$ cat config.mk
export PLATFORM = sky130hd
export DESIGN_NAME = lx32_ctrl_fsm
export DESIGN_NICKNAME = d
export VERILOG_FILES = /design/src/rtl/lx32_isa_pkg.sv /design/src/rtl/lx32_ctrl_decode.sv /design/src/rtl/lx32_ctrl_fsm.sv
export SDC_FILE = /design/constraint.sdc
export NUM_CORES = 1
export LEC_CHECK = 0
export ABC_AREA = 1
export CAP_MARGIN = 25
export CELL_PAD_IN_SITES_DETAIL_PLACEMENT = 2
export CELL_PAD_IN_SITES_GLOBAL_PLACEMENT = 2
export CORE_MARGIN = 5
export CORE_UTILIZATION = 17
export CTS_BUF_LIST = sky130_fd_sc_hd__clkbuf_2 sky130_fd_sc_hd__clkbuf_4 sky130_fd_sc_hd__clkbuf_8
export DETAILED_ROUTE_END_ITERATION = 6
export PLACE_DENSITY_LB_ADDON = 0.1
export SYNTH_ARGS = -nofsm -noshare
export SYNTH_HDL_FRONTEND = slang
export SYNTH_SLANG_ARGS = --single-unit
export TNS_END_PERCENT = 5
$ cat constraint.sdc
create_clock -name clk -period 1.42 [get_ports clk]
set_input_delay 0.142 -clock clk [delete_from_list [all_inputs] [get_ports clk]]
set_output_delay 0.142 -clock clk [all_outputs]
set_load 0.02 [all_outputs]
$ cat src/rtl/lx32_isa_pkg.sv
// LX32 ISA package: RV32I opcode constants, control-sequencer state and
// datapath-select encodings, plus the opcode legality check shared by the
// decoder and anything else that needs to know what the core executes.
package lx32_isa_pkg;

    // RV32I major opcodes understood by the multi-cycle core
    localparam logic [6:0] OP_LUI     = 7'b0110111;
    localparam logic [6:0] OP_AUIPC   = 7'b0010111;
    localparam logic [6:0] OP_JAL     = 7'b1101111;
    localparam logic [6:0] OP_JALR    = 7'b1100111;
    localparam logic [6:0] OP_BRANCH  = 7'b1100011;
    localparam logic [6:0] OP_LOAD    = 7'b0000011;
    localparam logic [6:0] OP_STORE   = 7'b0100011;
    localparam logic [6:0] OP_IMM     = 7'b0010011;
    localparam logic [6:0] OP_OP      = 7'b0110011;
    // All-zero instruction word is never a legal encoding
    localparam logic [6:0] OP_INVALID = 7'b0000000;

    // Nine sequencer states, hence four bits
    typedef enum logic [3:0] {
        RESET      = 4'd0,
        FETCH      = 4'd1,
        FETCH_WAIT = 4'd2,
        DECODE     = 4'd3,
        EXECUTE    = 4'd4,
        MEM        = 4'd5,
        MEM_WAIT   = 4'd6,
        WB         = 4'd7,
        TRAP       = 4'd8
    } ctrl_state_t;

    typedef enum logic [1:0] {
        PC_PLUS4 = 2'd0,
        PC_IMM   = 2'd1,
        PC_ALU   = 2'd2
    } pc_sel_t;

    typedef enum logic [1:0] {
        ALU_A_RS1  = 2'd0,
        ALU_A_PC   = 2'd1,
        ALU_A_ZERO = 2'd2
    } alu_a_sel_t;

    typedef enum logic [1:0] {
        WB_ALU  = 2'd0,
        WB_LOAD = 2'd1,
        WB_PC4  = 2'd2
    } wb_sel_t;

    // True for every major opcode the sequencer knows how to execute
    function automatic logic is_valid_opcode(input logic [6:0] op);
        case (op)
            OP_LUI, OP_AUIPC, OP_JAL, OP_JALR, OP_BRANCH,
            OP_LOAD, OP_STORE, OP_IMM, OP_OP: is_valid_opcode = 1'b1;
            default:                          is_valid_opcode = 1'b0;
        endcase
    endfunction

endpackage

$ cat src/rtl/lx32_ctrl_decode.sv
// LX32 control decoder: purely combinational opcode -> datapath-select map.
// Unknown opcodes decode to all-zero selects with valid_o low, so a NOP
// retirement naturally writes nothing and advances by pc+4.
module lx32_ctrl_decode
    import lx32_isa_pkg::*;
(
    input  logic [6:0] opcode_i,
    output alu_a_sel_t alu_a_sel_o,
    output logic       alu_b_sel_o,
    output wb_sel_t    wb_sel_o,
    output pc_sel_t    jump_pc_sel_o,
    output logic       is_load_o,
    output logic       is_store_o,
    output logic       is_branch_o,
    output logic       writes_rd_o,
    output logic       valid_o
);

    // Opcode class decode; defaults describe a harmless NOP
    always_comb begin
        alu_a_sel_o   = ALU_A_RS1;
        alu_b_sel_o   = 1'b0;
        wb_sel_o      = WB_ALU;
        jump_pc_sel_o = PC_PLUS4;
        is_load_o     = 1'b0;
        is_store_o    = 1'b0;
        is_branch_o   = 1'b0;
        writes_rd_o   = 1'b0;
        valid_o       = is_valid_opcode(opcode_i);
        case (opcode_i)
            OP_OP: begin
                writes_rd_o = 1'b1;
            end
            OP_IMM: begin
                alu_b_sel_o = 1'b1;
                writes_rd_o = 1'b1;
            end
            OP_LOAD: begin
                alu_b_sel_o = 1'b1;
                wb_sel_o    = WB_LOAD;
                is_load_o   = 1'b1;
                writes_rd_o = 1'b1;
            end
            OP_STORE: begin
                alu_b_sel_o = 1'b1;
                is_store_o  = 1'b1;
            end
            OP_BRANCH: begin
                is_branch_o = 1'b1;
            end
            OP_JAL: begin
                // Target comes from the pc+imm adder; ALU set up the same way
                alu_a_sel_o   = ALU_A_PC;
                alu_b_sel_o   = 1'b1;
                wb_sel_o      = WB_PC4;
                jump_pc_sel_o = PC_IMM;
                writes_rd_o   = 1'b1;
            end
            OP_JALR: begin
                alu_b_sel_o   = 1'b1;
                wb_sel_o      = WB_PC4;
                jump_pc_sel_o = PC_ALU;
                writes_rd_o   = 1'b1;
            end
            OP_AUIPC: begin
                alu_a_sel_o = ALU_A_PC;
                alu_b_sel_o = 1'b1;
                writes_rd_o = 1'b1;
            end
            OP_LUI: begin
                alu_a_sel_o = ALU_A_ZERO;
                alu_b_sel_o = 1'b1;
                writes_rd_o = 1'b1;
            end
            default: ;
        endcase
    end

endmodule

$ cat src/rtl/lx32_ctrl_fsm.sv
// LX32 multi-cycle control sequencer. Owns the state register and drives
// IR/PC/ALU/RF/memory-port controls from the registered state plus the
// opcode held in the instruction register. gnt/rvalid-qualified pulses
// (ir_we, store retire) use the handshake inputs in the same cycle.
// Optional build macro LX32_CTRL_PERF_EN adds cycle/instret counters.
module lx32_ctrl_fsm
    import lx32_isa_pkg::*;
#(
    parameter bit TRAP_ON_INVALID = 1'b1
`ifdef LX32_CTRL_PERF_EN
    ,
    parameter int CNT_W = 32
`endif
) (
    input  logic             clk,
    input  logic             rst,
    input  logic [6:0]       opcode_i,
    input  logic             branch_taken_i,
    input  logic             mem_gnt_i,
    input  logic             mem_rvalid_i,
    output logic             mem_req_o,
    output logic             mem_we_o,
    output logic             mem_is_fetch_o,
    output logic             ir_we_o,
    output logic             pc_we_o,
    output logic [1:0]       pc_sel_o,
    output logic [1:0]       alu_a_sel_o,
    output logic             alu_b_sel_o,
    output logic             rf_we_o,
    output logic [1:0]       wb_sel_o,
    output logic             retire_o,
    output logic             illegal_o,
    output logic [3:0]       state_o
`ifdef LX32_CTRL_PERF_EN
    ,
    output logic [CNT_W-1:0] cycle_cnt_o,
    output logic [CNT_W-1:0] instret_cnt_o
`endif
);

    ctrl_state_t state_q, state_d;

    alu_a_sel_t dec_alu_a;
    logic       dec_alu_b;
    wb_sel_t    dec_wb_sel;
    pc_sel_t    dec_jump_pc_sel;
    logic       dec_is_load, dec_is_store, dec_is_branch;
    logic       dec_writes_rd, dec_valid;

    lx32_ctrl_decode u_decode (
        .opcode_i      (opcode_i),
        .alu_a_sel_o   (dec_alu_a),
        .alu_b_sel_o   (dec_alu_b),
        .wb_sel_o      (dec_wb_sel),
        .jump_pc_sel_o (dec_jump_pc_sel),
        .is_load_o     (dec_is_load),
        .is_store_o    (dec_is_store),
        .is_branch_o   (dec_is_branch),
        .writes_rd_o   (dec_writes_rd),
        .valid_o       (dec_valid)
    );

    // State register; rst drops straight back to RESET mid-transaction
    always_ff @(posedge clk or posedge rst) begin
        if (rst) state_q <= RESET;
        else     state_q <= state_d;
    end

    // Next-state sequencing; only the memory states wait on handshakes
    always_comb begin
        state_d = state_q;
        case (state_q)
            RESET:      state_d = FETCH;
            FETCH:      if (mem_gnt_i) state_d = FETCH_WAIT;
            FETCH_WAIT: if (mem_rvalid_i) state_d = DECODE;
            DECODE: begin
                if (dec_valid)            state_d = EXECUTE;
                else if (TRAP_ON_INVALID) state_d = TRAP;
                else                      state_d = WB;
            end
            EXECUTE: begin
                if (dec_is_branch)                   state_d = FETCH;
                else if (dec_is_load || dec_is_store) state_d = MEM;
                else                                 state_d = WB;
            end
            MEM:        if (mem_gnt_i) state_d = dec_is_store ? FETCH : MEM_WAIT;
            MEM_WAIT:   if (mem_rvalid_i) state_d = WB;
            WB:         state_d = FETCH;
            TRAP:       state_d = TRAP;
            default:    state_d = RESET;
        endcase
    end

    // Output decode; ALU selects stay put from EXECUTE to WB so JALR's
    // pc_sel=ALU sees a settled result
    always_comb begin
        mem_req_o      = 1'b0;
        mem_we_o       = 1'b0;
        mem_is_fetch_o = 1'b0;
        ir_we_o        = 1'b0;
        pc_we_o        = 1'b0;
        pc_sel_o       = PC_PLUS4;
        alu_a_sel_o    = ALU_A_RS1;
        alu_b_sel_o    = 1'b0;
        rf_we_o        = 1'b0;
        wb_sel_o       = WB_ALU;
        retire_o       = 1'b0;
        illegal_o      = 1'b0;
        if (state_q inside {EXECUTE, MEM, MEM_WAIT, WB}) begin
            alu_a_sel_o = dec_alu_a;
            alu_b_sel_o = dec_alu_b;
        end
        case (state_q)
            FETCH: begin
                mem_req_o      = 1'b1;
                mem_is_fetch_o = 1'b1;
            end
            FETCH_WAIT: ir_we_o = mem_rvalid_i;
            EXECUTE: begin
                if (dec_is_branch) begin
                    pc_we_o  = 1'b1;
                    pc_sel_o = branch_taken_i ? PC_IMM : PC_PLUS4;
                    retire_o = 1'b1;
                end
            end
            MEM: begin
                mem_req_o = 1'b1;
                mem_we_o  = dec_is_store;
                if (dec_is_store && mem_gnt_i) begin
                    pc_we_o  = 1'b1;
                    retire_o = 1'b1;
                end
            end
            WB: begin
                rf_we_o  = dec_writes_rd;
                wb_sel_o = dec_wb_sel;
                pc_we_o  = 1'b1;
                pc_sel_o = dec_jump_pc_sel;
                retire_o = 1'b1;
            end
            TRAP: illegal_o = 1'b1;
            default: ;
        endcase
    end

    assign state_o = state_q;

`ifdef LX32_CTRL_PERF_EN
    logic [CNT_W-1:0] cycle_cnt_q, instret_cnt_q;

    // Free-running counters, frozen in RESET and TRAP, wrapping naturally
    always_ff @(posedge clk or posedge rst) begin
        if (rst) begin
            cycle_cnt_q   <= '0;
            instret_cnt_q <= '0;
        end else begin
            if (state_q != RESET && state_q != TRAP) cycle_cnt_q <= cycle_cnt_q + 1'b1;
            if (retire_o) instret_cnt_q <= instret_cnt_q + 1'b1;
        end
    end

    assign cycle_cnt_o   = cycle_cnt_q;
    assign instret_cnt_o = instret_cnt_q;
`endif

endmodule

Yosys cells after proc, flatten, opt, wreduce, memory -nomap -nowiden:

Cells that the tools add are included.

* register bits after elaboration: 4
* word-level logic and storage cells: 67
* output and inout bits: 19
* input port bits: 12

* reduce and logical (&&, ||, !) cells: 12
* muxes and demuxes: 33
* equal/unequal tests: 21

Operator list (number)
* $pmux W4 S8: 1
* $eq A7 B6 Y1 const B: 3
* $eq A7 B7 Y1 const B: 3
* $mux W4: 5
* $mux W1: 17
* $eq A4 B3 Y1 const B: 4
* $pmux W2 S2: 4
* $eq A7 B5 Y1 const B: 2
* $reduce_or A7 Y1: 2
* $reduce_or A9 Y1: 1
* $eq A4 B2 Y1 const B: 2
* $ne A2 B2 Y1 const B: 4
* $reduce_or A2 Y1: 4
* $eq A7 B2 Y1 const B: 1
* $mux W2: 3
* $mux W3: 2
* $eq A4 B1 Y1 const B: 1
* $eq A4 B4 Y1 const B: 1
* $logic_not A4 Y1: 1
* $reduce_and A4 Y1: 1
* $reduce_bool A4 Y1: 1
* $pmux W1 S3: 1
* $logic_and A1 B1 Y1: 1
* $logic_or A1 B1 Y1: 1

Longest topological paths before layout:

* depth after elaboration: 6
* mapped depth: 11
* depth with buffers taken out: 11

By module:

Synthesis repeated with hierarchy kept, for this count alone.

* cell total of the unflattened synthesis: 116
* area total of the unflattened synthesis: 588.1 um^2

By module, submodules not included
* lx32_ctrl_fsm: sequential area each 100.1 um^2, area each 406.6 um^2, cells an instance 76, times used 1
* lx32_ctrl_decode: sequential area each 0.0 um^2, area each 181.4 um^2, cells an instance 40, times used 1

Worst setup path before layout:

No wires, ideal clock.

* path type: flip-flop to output port
* start point: register state_q[3], in the netlist state_o[3]
* end point: output pc_sel_o[0]
* cell stages (with the launch flop): 6
* buffers on the path: 0
* slack: -0.355 ns
* arrival time: 1.633 ns
* required time: 1.278 ns
* cells stage by stage: dfrtp_1 inv_2 nand2_2 inv_2 nand3_2 o41ai_1

* cells in the longest elaborated chain, start to end: 2
* elaborated cells between the ends (all ways): 3
* those cells by class: 2 x eq/ne; 1 x mux

RTL lines
* from (decl): line lx32_ctrl_fsm.sv:41 `ctrl_state_t state_q, state_d;`
* from (signal assigned): line lx32_ctrl_fsm.sv:66 `else state_q <= state_d;`
* $eq A4 B3 Y1: line lx32_ctrl_fsm.sv:113 `case (state_q)`
* $pmux W2 S2 (*): line lx32_ctrl_fsm.sv:113
* to (decl): line lx32_ctrl_fsm.sv:26 `output logic [1:0] pc_sel_o,`

Mark *: on every way between the ends. The rest lies on a longest branch, timed or not.

Worst setup path after layout:

* start point: register state_q[1], in the netlist state_o[1]
* end point: output pc_we_o

* cells in the longest elaborated chain, start to end: 2
* elaborated cells between the ends (all ways): 4
* those cells by class: 3 x eq/ne; 1 x mux

RTL lines
* $eq A4 B3 Y1: line lx32_ctrl_fsm.sv:113
* $pmux W1 S3 (*): line lx32_ctrl_fsm.sv:113
* to (decl): line lx32_ctrl_fsm.sv:25 `output logic pc_we_o,`

Marks and branches as above.

==> metrics.cfg <==
[outcome]
outcome = complete, but fails checks
violations = setup timing

[timing]
period_share_pct = 111
period_minus_slack_ns = 1.58
grt_setup_unrepaired = true
setup_violations = 12
tightest_slew_ns = 0.279
maxClockFrequency_mhz = 633
slew_viol_final = 0
max-slew-margin-rel_pct = 81.4
setup_ws_ns = -0.159
holdWs_ns = 0.0831
finalHoldViolCount = 0
finClkSkew_ns = 0.00385

[synthesis]
yosysSeqAreaShare_pct = 17.7
syn-instance-count = 107
yosys_register_bits = 4
synth_area_per_cell_um2 = 5.27
synth.distinct_cells = 23
syn_area_um2 = 564
ys_warn_count = 0
synth_nets = 119

[clocking]
path_clk_slew_ns = 0.05
h-tree-depth = 1
cts_root_buf = clkbuf_4
cts_max_path_buffers = 2
cts-buffers-inserted = 3
clk-insertion-delay-late_ns = 0.26
cts_tree = done
cts.sinks = 4

[worst_hold_path]
hold_class = input pin to async pin

[critical_path]
cp_slowest_cell = dfrtp_2
worstSetupStartpointType = register
crit_fanout = 5
critical_path_class = register to output pin
worstPathCellList = inv_2 > nand2_4 > nor2_4 > nand2_2 > o211ai_1 > buf_4
cp.arrival_ns = 1.44
worst_ep_required_time_ns = 1.28
critPathCaptureType = output pin
max_stage_delay_ns = 0.45

[grt]
grt_usage_pct = 15.5
grt_max_degree = 7
grt_antenna_before_repair = 0
grt_first_pass_wirelength_um = 5330
overflow = 0
first_global_vias = 1137

[power_and_ir_drop]
switching_power_mw = 0.994
power-per-cell-area_mw_per_mm2 = 1460
internal_power_mw = 1.02
p_seq_share_pct = 13.4
switching_share_pct = 49.3
clkPwrFrac_pct = 10.2
p_leak_nw = 0.696
pwr-share-comb_pct = 76.4
ir_worst_vdd_mv = 0.803

[floorplanning]
ioPinCount = 31
die_area_mm2 = 0.00457
initial_core_util_pct = 17.2
row_count = 21
fp.dieW_um = 67.6
die_y_um = 67.6
coreArea_mm2 = 0.00328

[route]
dr.pass1.iters = 4
drtIter0Drc = 9
num_vias = 994
wl_um = 3550
drc = 0
routedWlPerCell_um = 15.8
ant_nets = 0
viasPerCell = 4.42

[layout]
post-route-util_pct = 42.1
final_area_mm2 = 0.00138
nNetsFinal = 192
drive_above_1_share_pct = 58.1
multiInputGateArea_um2 = 557
area_growth_pct = 145
n_fill_cell = 407
largest_register_ffs = 4
seqCellArea_um2 = 104
antennaDiodeCount = 0

[placed_design]
gp_congestion = 0.729
pre_cts_ws_ns = -0.781
place.detailed.hpwl_um = 2650
port_buffers = 30
dpl-instance-area_mm2 = 0.00119

[run]
cap_violations = 0

## timing repair
item | 4_1_cts | 5_1_grt
pin swaps | 5 | 3
endpoints found under the setup margin | 23 | 18
resized for setup | 108 | 26
hold endpoints to repair | 0 | 0
setup buffers | 3 | 3
hold buffers | 0 | 0
## critical path, delay by kind of cell (launching register included)
family                 cells  cell delay [ns]
AND/OR/NAND/NOR            3             0.22
AO/OA/AOI/OAI              1             0.22
buffers and inverters      2             0.28
flip-flops                 1             0.45
## final timing paths
check / slack [ns] / endpoint / cells after the start / start
worst max-delay path: -0.16 / pc_we_o / 6 / state_o[1]$_DFFE_PP0P_
min in group clk: 0.67 / state_o[0]$_DFFE_PP0P_ / 5 / mem_gnt_i
max in group asynchronous: 1.14 / state_o[0]$_DFFE_PP0P_ / 2 / rst
worst min-delay path: 0.08 / state_o[3]$_DFFE_PP0P_ / 2 / rst
worst min register to register: 0.77 / state_o[2]$_DFFE_PP0P_ / 3 / state_o[2]$_DFFE_PP0P_
worst max register to register: -0.13 / state_o[2]$_DFFE_PP0P_ / 10 / state_o[1]$_DFFE_PP0P_
## synth_stat cells
master | count | area (µm²)
nand2_1 | 32 | 120
nor2_1 | 20 | 75.1
inv_2 | 10 | 37.5
nand3_1 | 8 | 40.0
inv_1 | 6 | 22.5
a21oi_1 | 5 | 25.0
dfrtp_1 | 4 | 100
nor2_2 | 3 | 18.8
nand2_2 | 2 | 12.5
nor3_1 | 2 | 10.0
nor4_1 | 2 | 12.5
o22ai_1 | 2 | 12.5
a21oi_2 | 1 | 8.76
a31o_2 | 1 | 8.76
buf_4 | 1 | 7.51
clkinv_1 | 1 | 3.75
nand3_2 | 1 | 10.0
nand4_1 | 1 | 6.26
nor2b_1 | 1 | 6.26
o211ai_1 | 1 | 7.51
o21ai_0 | 1 | 5.00
o21ai_1 | 1 | 5.00
o41ai_1 | 1 | 8.76
## area by class of cell
type / count / area share (%)
multi-input combinational: 85 / 40.2
tap: 46 / 4.16
timing repair buffer: 69 / 41.1
clock buffer: 4 / 2.17
inverter: 17 / 4.79
sequential: 4 / 7.50
## routing by layer
metal	track usage, %	share of wire, %	wire length [µm]	vias up
met2	29.2	54	1930	21
met5	0	0	0	-
met1	17.6	42	1470	480
met3	2.16	2.8	98	7
li1	-	-	-	486
met4	5.32	1.3	47	0
## power groups by stage
stage                     Clock, mW  Sequential (mW)  Combinational (mW)
final                         0.206            0.271                1.54
after global routing          0.215            0.278                1.66
after CTS                     0.192            0.261                1.34
after detailed placement          0            0.258                1.24
after global placement            0            0.251                1.22
after floorplan                   0            0.323               0.486
## stage by stage
| stage | std cells | setup TNS (ns) | total power, mW |
|---|---|---|---|
| final | 225 | -1.18 | 2.02 |
| after global routing | 225 | -2.37 | 2.16 |
| after CTS | 222 | -1.16 | 1.80 |
| after detailed placement | 215 | -9.58 | 1.50 |
| after global placement | 215 | -8.62 | 1.47 |
| after floorplan | 107 | -0.531 | 0.809 |
## kinds of logic after synthesis
kind of cell | Yosys count | share of synthesized area, %
AOI/OAI and AO/OA | 13 | 14.4
buffers and inverters | 18 | 12.6
DFF | 4 | 17.7
and+or+nand+nor | 72 | 55.2
## layout by cell type, fill, tap and decap left out, types with 3 or more instances in the layout
cell type	synthesis	layout
a21oi_2	1	3
nand3_1	8	7
inv_2	10	10
nor2_2	3	7
a21oi_1	5	3
dlygate4sd2_1	0	10
nand2_1	32	27
nand2_2	2	3
clkdlybuf4s50_1	0	4
buf_4	1	47
clkbuf_4	0	4
inv_1	6	5
dfrtp_2	0	3
nand2_4	0	4
nor2_4	0	5
buf_6	0	7
nor2_1	20	11
(Power assumes the default switching activity.)
